<file path="config.mk">
export PLATFORM = sky130hd
export DESIGN_NAME = shift_sequencer_4
export DESIGN_NICKNAME = d
export VERILOG_FILES = /design/src/rtl/shift_sequencer_4.sv
export SDC_FILE = /design/constraint.sdc
export NUM_CORES = 1
export LEC_CHECK = 0
export BUFFER_PORTS_ARGS = -buffer_cell sky130_fd_sc_hd__buf_4
export CORE_MARGIN = 5
export CORE_UTILIZATION = 40
export DETAILED_ROUTE_END_ITERATION = 7
export PLACE_DENSITY = 0.77
export RECOVER_POWER = 25
export SLEW_MARGIN = 20
export SYNTH_ARGS = -nofsm -noshare
export SYNTH_HDL_FRONTEND = slang
export SYNTH_SLANG_ARGS = --single-unit
export TNS_END_PERCENT = 1
</file>
<file path="constraint.sdc">
create_clock -name clk_i -period 3.97 [get_ports clk_i]
set_input_delay 0.5955 -clock clk_i [delete_from_list [all_inputs] [get_ports clk_i]]
set_output_delay 0.5955 -clock clk_i [all_outputs]
set_load 0.03 [all_outputs]
</file>
<file path="src/rtl/shift_sequencer_4.sv">
`default_nettype none
// ============================================================================
// Module   : shift_sequencer_4
// Purpose  : Load / shift / hold sequencer driving the mode selects, parallel
//            value and serial fills of a 4-bit universal shift register.
// Revision : 1.0 - initial release
// ============================================================================
module shift_sequencer_4 #(
  parameter int CNT_W = 3
) (
  input  logic             clk_i,
  input  logic             clear_i,
  input  logic             start_i,
  input  logic             dir_i,
  input  logic [CNT_W-1:0] count_i,
  input  logic             fill_i,
  input  logic [3:0]       data_in_i,
  input  logic [3:0]       a_par_i,
  output logic             s1_o,
  output logic             s0_o,
  output logic [3:0]       i_par_o,
  output logic             msb_in_o,
  output logic             lsb_in_o,
  output logic             ser_out_o,
  output logic             ser_valid_o,
  output logic             busy_o,
  output logic             done_o
);

  typedef enum logic [1:0] {
    ST_IDLE  = 2'd0,
    ST_LOAD  = 2'd1,
    ST_SHIFT = 2'd2,
    ST_DONE  = 2'd3
  } state_t;

  state_t           state_q, state_d;
  logic             dir_q, dir_d;
  logic             fill_q, fill_d;
  logic [3:0]       data_q, data_d;
  logic [CNT_W-1:0] cnt_q, cnt_d;
  logic [CNT_W-1:0] rem_q, rem_d;

  // State and latched-request registers; clear aborts any sequence at once.
  always_ff @(posedge clk_i or posedge clear_i) begin
    if (clear_i) begin
      state_q <= ST_IDLE;
      dir_q   <= 1'b0;
      fill_q  <= 1'b0;
      data_q  <= 4'd0;
      cnt_q   <= '0;
      rem_q   <= '0;
    end else begin
      state_q <= state_d;
      dir_q   <= dir_d;
      fill_q  <= fill_d;
      data_q  <= data_d;
      cnt_q   <= cnt_d;
      rem_q   <= rem_d;
    end
  end

  // Next-state logic; request fields are captured only when leaving IDLE.
  always_comb begin
    state_d = state_q;
    dir_d   = dir_q;
    fill_d  = fill_q;
    data_d  = data_q;
    cnt_d   = cnt_q;
    rem_d   = rem_q;
    case (state_q)
      ST_IDLE: begin
        if (start_i) begin
          dir_d   = dir_i;
          fill_d  = fill_i;
          data_d  = data_in_i;
          cnt_d   = count_i;
          state_d = ST_LOAD;
        end
      end
      ST_LOAD: begin
        rem_d   = cnt_q;
        state_d = (cnt_q != '0) ? ST_SHIFT : ST_DONE;
      end
      ST_SHIFT: begin
        rem_d = rem_q - CNT_W'(1);
        // The cycle with one shift remaining is the last SHIFT cycle.
        if (rem_q <= CNT_W'(1)) begin
          state_d = ST_DONE;
        end
      end
      ST_DONE: begin
        state_d = ST_IDLE;
      end
      default: begin
        state_d = ST_IDLE;
      end
    endcase
  end

  // Register-facing outputs decoded from the registered state only.
  always_comb begin
    s1_o        = 1'b0;
    s0_o        = 1'b0;
    msb_in_o    = 1'b0;
    lsb_in_o    = 1'b0;
    ser_valid_o = 1'b0;
    busy_o      = 1'b0;
    done_o      = 1'b0;
    case (state_q)
      ST_LOAD: begin
        s1_o   = 1'b1;
        s0_o   = 1'b1;
        busy_o = 1'b1;
      end
      ST_SHIFT: begin
        s1_o        = dir_q;
        s0_o        = ~dir_q;
        msb_in_o    = ~dir_q & fill_q;
        lsb_in_o    = dir_q & fill_q;
        ser_valid_o = 1'b1;
        busy_o      = 1'b1;
      end
      ST_DONE: begin
        busy_o = 1'b1;
        done_o = 1'b1;
      end
      default: begin
        busy_o = 1'b0;
      end
    endcase
  end

  // The parallel value always mirrors the latched nibble.
  assign i_par_o   = data_q;
  // Bit about to fall off the register end selected by the latched direction.
  assign ser_out_o = dir_q ? a_par_i[3] : a_par_i[0];

endmodule
`default_nettype wire

</file>
[Yosys cells after proc, flatten, opt, wreduce, memory -nomap -nowiden]
Index checks and enable logic that the tools add are counted.
Operators by class
  $add $sub $neg: 1
  order comparisons: 1
  equal/unequal tests: 5
  multiplexer cells: 13
  bitwise logic cells: 3
  reduce and logical (&&, ||, !) cells: 6
Operators with widths (count)
  2-bit case mux with 4 select lines: 1
  1-bit two-way mux: 7
  3-bit case mux with 2 select lines: 1
  2-bit == test (second input constant): 2
  2-bit two-way mux: 2
  2-bit inequality test (second input constant): 2
  1-bit case mux with 2 select lines: 2
  2-bit AND reduction: 2
  3-bit by 1-bit <= comparator with 1-bit output (second input constant): 1
  3-bit nonzero test: 1
  3-bit OR reduction: 1
  3-bit by 1-bit subtractor with 3-bit output (second input constant): 1
  1-bit AND: 2
  2-bit by 1-bit == test with 1-bit output (second input constant): 1
  2-bit logical NOT: 1
  2-bit nonzero test: 1
  1-bit NOT: 1
Word-level totals
  register bits after elaboration: 14
  input bits: 16
  output and inout port bits: 12
  word-level logic and storage cells: 35

[Logic depth before layout (Yosys ltp)]
  depth after elaboration: 3
  depth in mapped cells: 6
  mapped depth without buffers: 5

[Worst setup path after synthesis]
OpenSTA, ideal clock, no wires.
  path type: register -> output
  from: register state_q[0]
  to: output s1_o
  arrival time: 1.672 ns
  data required time: 3.374 ns
  path slack: 1.702 ns
  stages on the path, launching flop included: 6
  path buffers: 1
  cell sequence: dfrtp_1 -> inv_1 -> ha_1 -> buf_2 -> a21oi_1 -> nor2b_1
Between the ends
  longest elaborated chain between the ends: 2
  elaborated cells between the ends (all ways): 3
  classes of those cells: eq/ne (2); mux (1)
RTL lines
  from (decl): RTL line 37  | state_t state_q, state_d;
  from (signal assigned): RTL line 54  | state_q <= state_d;
  2-bit == test / 2-bit by 1-bit == test with 1-bit output (equally long branches): RTL line 110  | case (state_q)
  1-bit case mux with 2 select lines *: RTL line 110
  to (decl): RTL line 19  | output logic s1_o,
Mark *: on every way between the ends. The rest lies on a longest branch, timed or not.

[Worst setup path after layout]
  from: register state_q[0]
  to: output s0_o
Between the ends
  longest elaborated chain between the ends: 2
  elaborated cells between the ends (all ways): 3
  classes of those cells: eq/ne (2); mux (1)
RTL lines
  2-bit == test / 2-bit by 1-bit == test with 1-bit output (equally long branches): RTL line 110
  1-bit case mux with 2 select lines *: RTL line 110
  to (decl): RTL line 20  | output logic s0_o,
Marks and branches as above.

==> results.md <==
* Status: completed
* Number of distinct library cells after synthesis at 21
* Synth Instances at 69
* Initial antenna violation count at 0
* Hold Buf Count CTS at 0
* Vias in the first global route at 618
* Fin area at ~1000 um^2
* Drt via density at approximately 4.8
* Kind of critical path: register to primary output
* Main combinational cell family by area after synthesis: multiplexers
* Post-CTS setup buffers at 0
* Area growth from synthesis to layout at 32.03%
* Adder-Cell Fraction of Synth Area at 11.38%
* Worst-Skew Late Latency at between 0.2 and 0.3 ns
* Pre-CTS setup slack at just under 2 ns
* Hold crit path type: primary input to async pin
* # port buffers at 25
* Commonest non-fill, non-tap cell in the layout: buf_4
* Skew final at 0.001092 ns
* CP Launch Type: register
* Die X at 53.86 um
* PD cells at slightly above 900 nW/um^2
* Count of filler cells inserted in the layout at roughly 150
* Largest area contributor in the netlist: dfrtp_1
* Clock Pin Slew Worst Setup and Hold Paths at 0.09 ns
* Post-Synth XOR/XNOR Area at 0%
* Leakage at just under 0.5 nW
* Total of max-cap violations at 0
* Gr usage total at 12.57%
* Hold Fails Final Rpt at 0
* Reg-to-reg slack, setup at 2.07 ns
* RSZ-0062 raised after global routing: no
* Delay-heaviest family, CP: flip-flops
* RD Place Congestion at 0.7728
* End-of-flow core utilization at between 50 and 60%
* Synthesis-stage register bit count at 14
* CP max FO at 13
* Die Height at ~54 um
* Initial DRT Pass Iterations at 4
* Synth top area share at 45.53%
* Layout cell share with drive strength beyond 1 at between 40 and 50%
* CP cell instances: inv_1 > ha_1 > nor2b_1 > o21a_1 > buf_4
* Sequential area share after synthesis at between 40% and 50%
* Root buffer cell: clkbuf_4
* CTS tree: done
* Routed WL at around 1500 um
* Crit-path slowest cell: dfrtp_1
* Initial DRC Count at 8
* Final #Nets at 120
* Worst setup margin at roughly 1.7 ns
* Total inserted antenna cells at 0
* CTS-repair resized insts at 0
* Min Tclk post-route at 2.316 ns
* Ys Warns at 0
* Synth Area in Compound Gates at 9.919%
* Row count at 15
* Reg2Reg Capture Point: state_q[1]
* VDD IR max at slightly above 500 uV
* Mean Syn Cell Area at 11.15 um^2
* First-pass GRT wire length at ~2600 um
* Post-DP Area at about 1000 um^2
* GRT overflow at 0
* Initial Util at between 40% and 50%
* DR vias at just under 600
* # IOs at 28
* Worst-margin pin slew at ~0.53 ns
* F_max at between 400 and 500 MHz
* Drt drc at 0
* Most frequent cells in the layout: 24 x buf_4, 14 x dfrtp_1, 11 x mux2_2
* Post-route ant nets at 0
* Mux cell area share after synthesis at 17.40%
* Slowest Stage Delay on Critical Path at 0.43 ns
* Cell Area, Synth at 769.5 um^2
* Worst path bufs/invs at 2
* Per-cell routed wire length at approximately 13 um
* CTS H-tree depth at 1
* FF/Latch Area at about 350 um^2
* Synth Area in Simple Gates at 11.71%
* Largest net degree at the start of global routing at 15
* Area of the core at around 1800 um^2
* Worst reg2reg path depth at 5
* Clk sink count at 14
* Critical Path RT at 3.37 ns
* Slew Viols, Final at 0
* Post-DP HPWL at roughly 1300 um
* Die ar. at roughly 2900 um^2
* Worst R2R Start: state_q[0]
* Critical Path End Type: primary output
* Worst Path Arrival at approximately 1.7 ns
* Setup TNS at 0 ns
* Fin crit share at between 50% and 60%
* Slew headroom at between 60% and 70%
* Max clock buf depth at 2
* Area contributors post-synth: dfrtp_1 46%, mux2_2 16%, ha_1 11%
* # setup viols final at 0
* Net Count, Synth at 92
* Num CTS Buffers at 3
* Multi-input logic area at between 300 and 400 um^2
## stage by stage
step / hold slack [ns] / instances / power, W
global placement: 0.4904 / 117 / 0.0008268
global route: 0.3925 / 121 / 0.001018
CTS: 0.3672 / 121 / 0.0009528
floorplan: 0.4847 / 69 / 0.0006829
detailed placement: 0.5016 / 117 / 0.0008500
finish: 0.3512 / 121 / 0.0009409
## worst reg2reg max path: cells and delay by family (launching register included)
family	cells	cell delay, ns
AND/OR/NAND/NOR	1	0.12
flip-flops	1	0.43
buffers and inverters	1	0.15
AO/OA/AOI/OAI	1	0.30
multiplexers	1	0.37
adder cells (fa/ha/maj)	1	0.42
## power by group
part	switching (W)	internal, W
Combinational	0.000309	0.000251
Sequential	0.0000587	0.000220
Clock	0.0000463	0.0000557
## how the worst max path moves through the flow
stage,start,to,cells after the start
after floorplan,state_q[0],s1_o,5
after global placement,state_q[0],s0_o,5
after detailed placement,state_q[0],s0_o,5
after CTS,state_q[0],s0_o,5
after global routing,state_q[0],s0_o,5
final,state_q[0],s0_o,5
## routing by layer
layer	up-vias	part of all wire (%)	track usage, %
li1	289	-	-
met1	276	43	16.44
met2	13	52	19.56
met3	2	3.6	1.939
met4	0	1.2	7.234
met5	-	0	0
## area by class of cell
| cell class | instances | share of cell area [%] |
|---|---|---|
| Clock buffer | 4 | 3.571 |
| Multi-Input combinational cell | 47 | 38.18 |
| Tap cell | 25 | 3.079 |
| Inverter | 6 | 2.217 |
| Sequential cell | 14 | 34.48 |
| Timing Repair Buffer | 25 | 18.47 |
## sequential cells by signal, indices dropped and copies added, names as in the netlist
register,cells
i_par_o,4
cnt_q,3
rem_q,3
state_q,2
dir_q,1
fill_q,1
## cell families after synthesis
logic type,count (synthesis)
adder cells (fa/ha/maj),7
multiplexers,12
flip-flops,14
AND/OR/NAND/NOR,17
AO/OA/AOI/OAI,11
buffers and inverters,8
## Yosys cell counts
cell type and n:
nor2b_1 2, ha_1 7, nor2_1 3, clkbuf_1 1, dfrtp_1 14, nand2_1 4, nand3_1 2, buf_2 1
and3_1 1, o21ai_0 2, nand2b_1 3, o21a_1 1, o2111ai_1 1, o211ai_1 2, or2_2 1, inv_1 6
mux2i_1 1, a2bb2oi_2 1, or4b_1 1, mux2_2 11, a21oi_1 4
No activity file was read; power rests on OpenSTA's default activity.
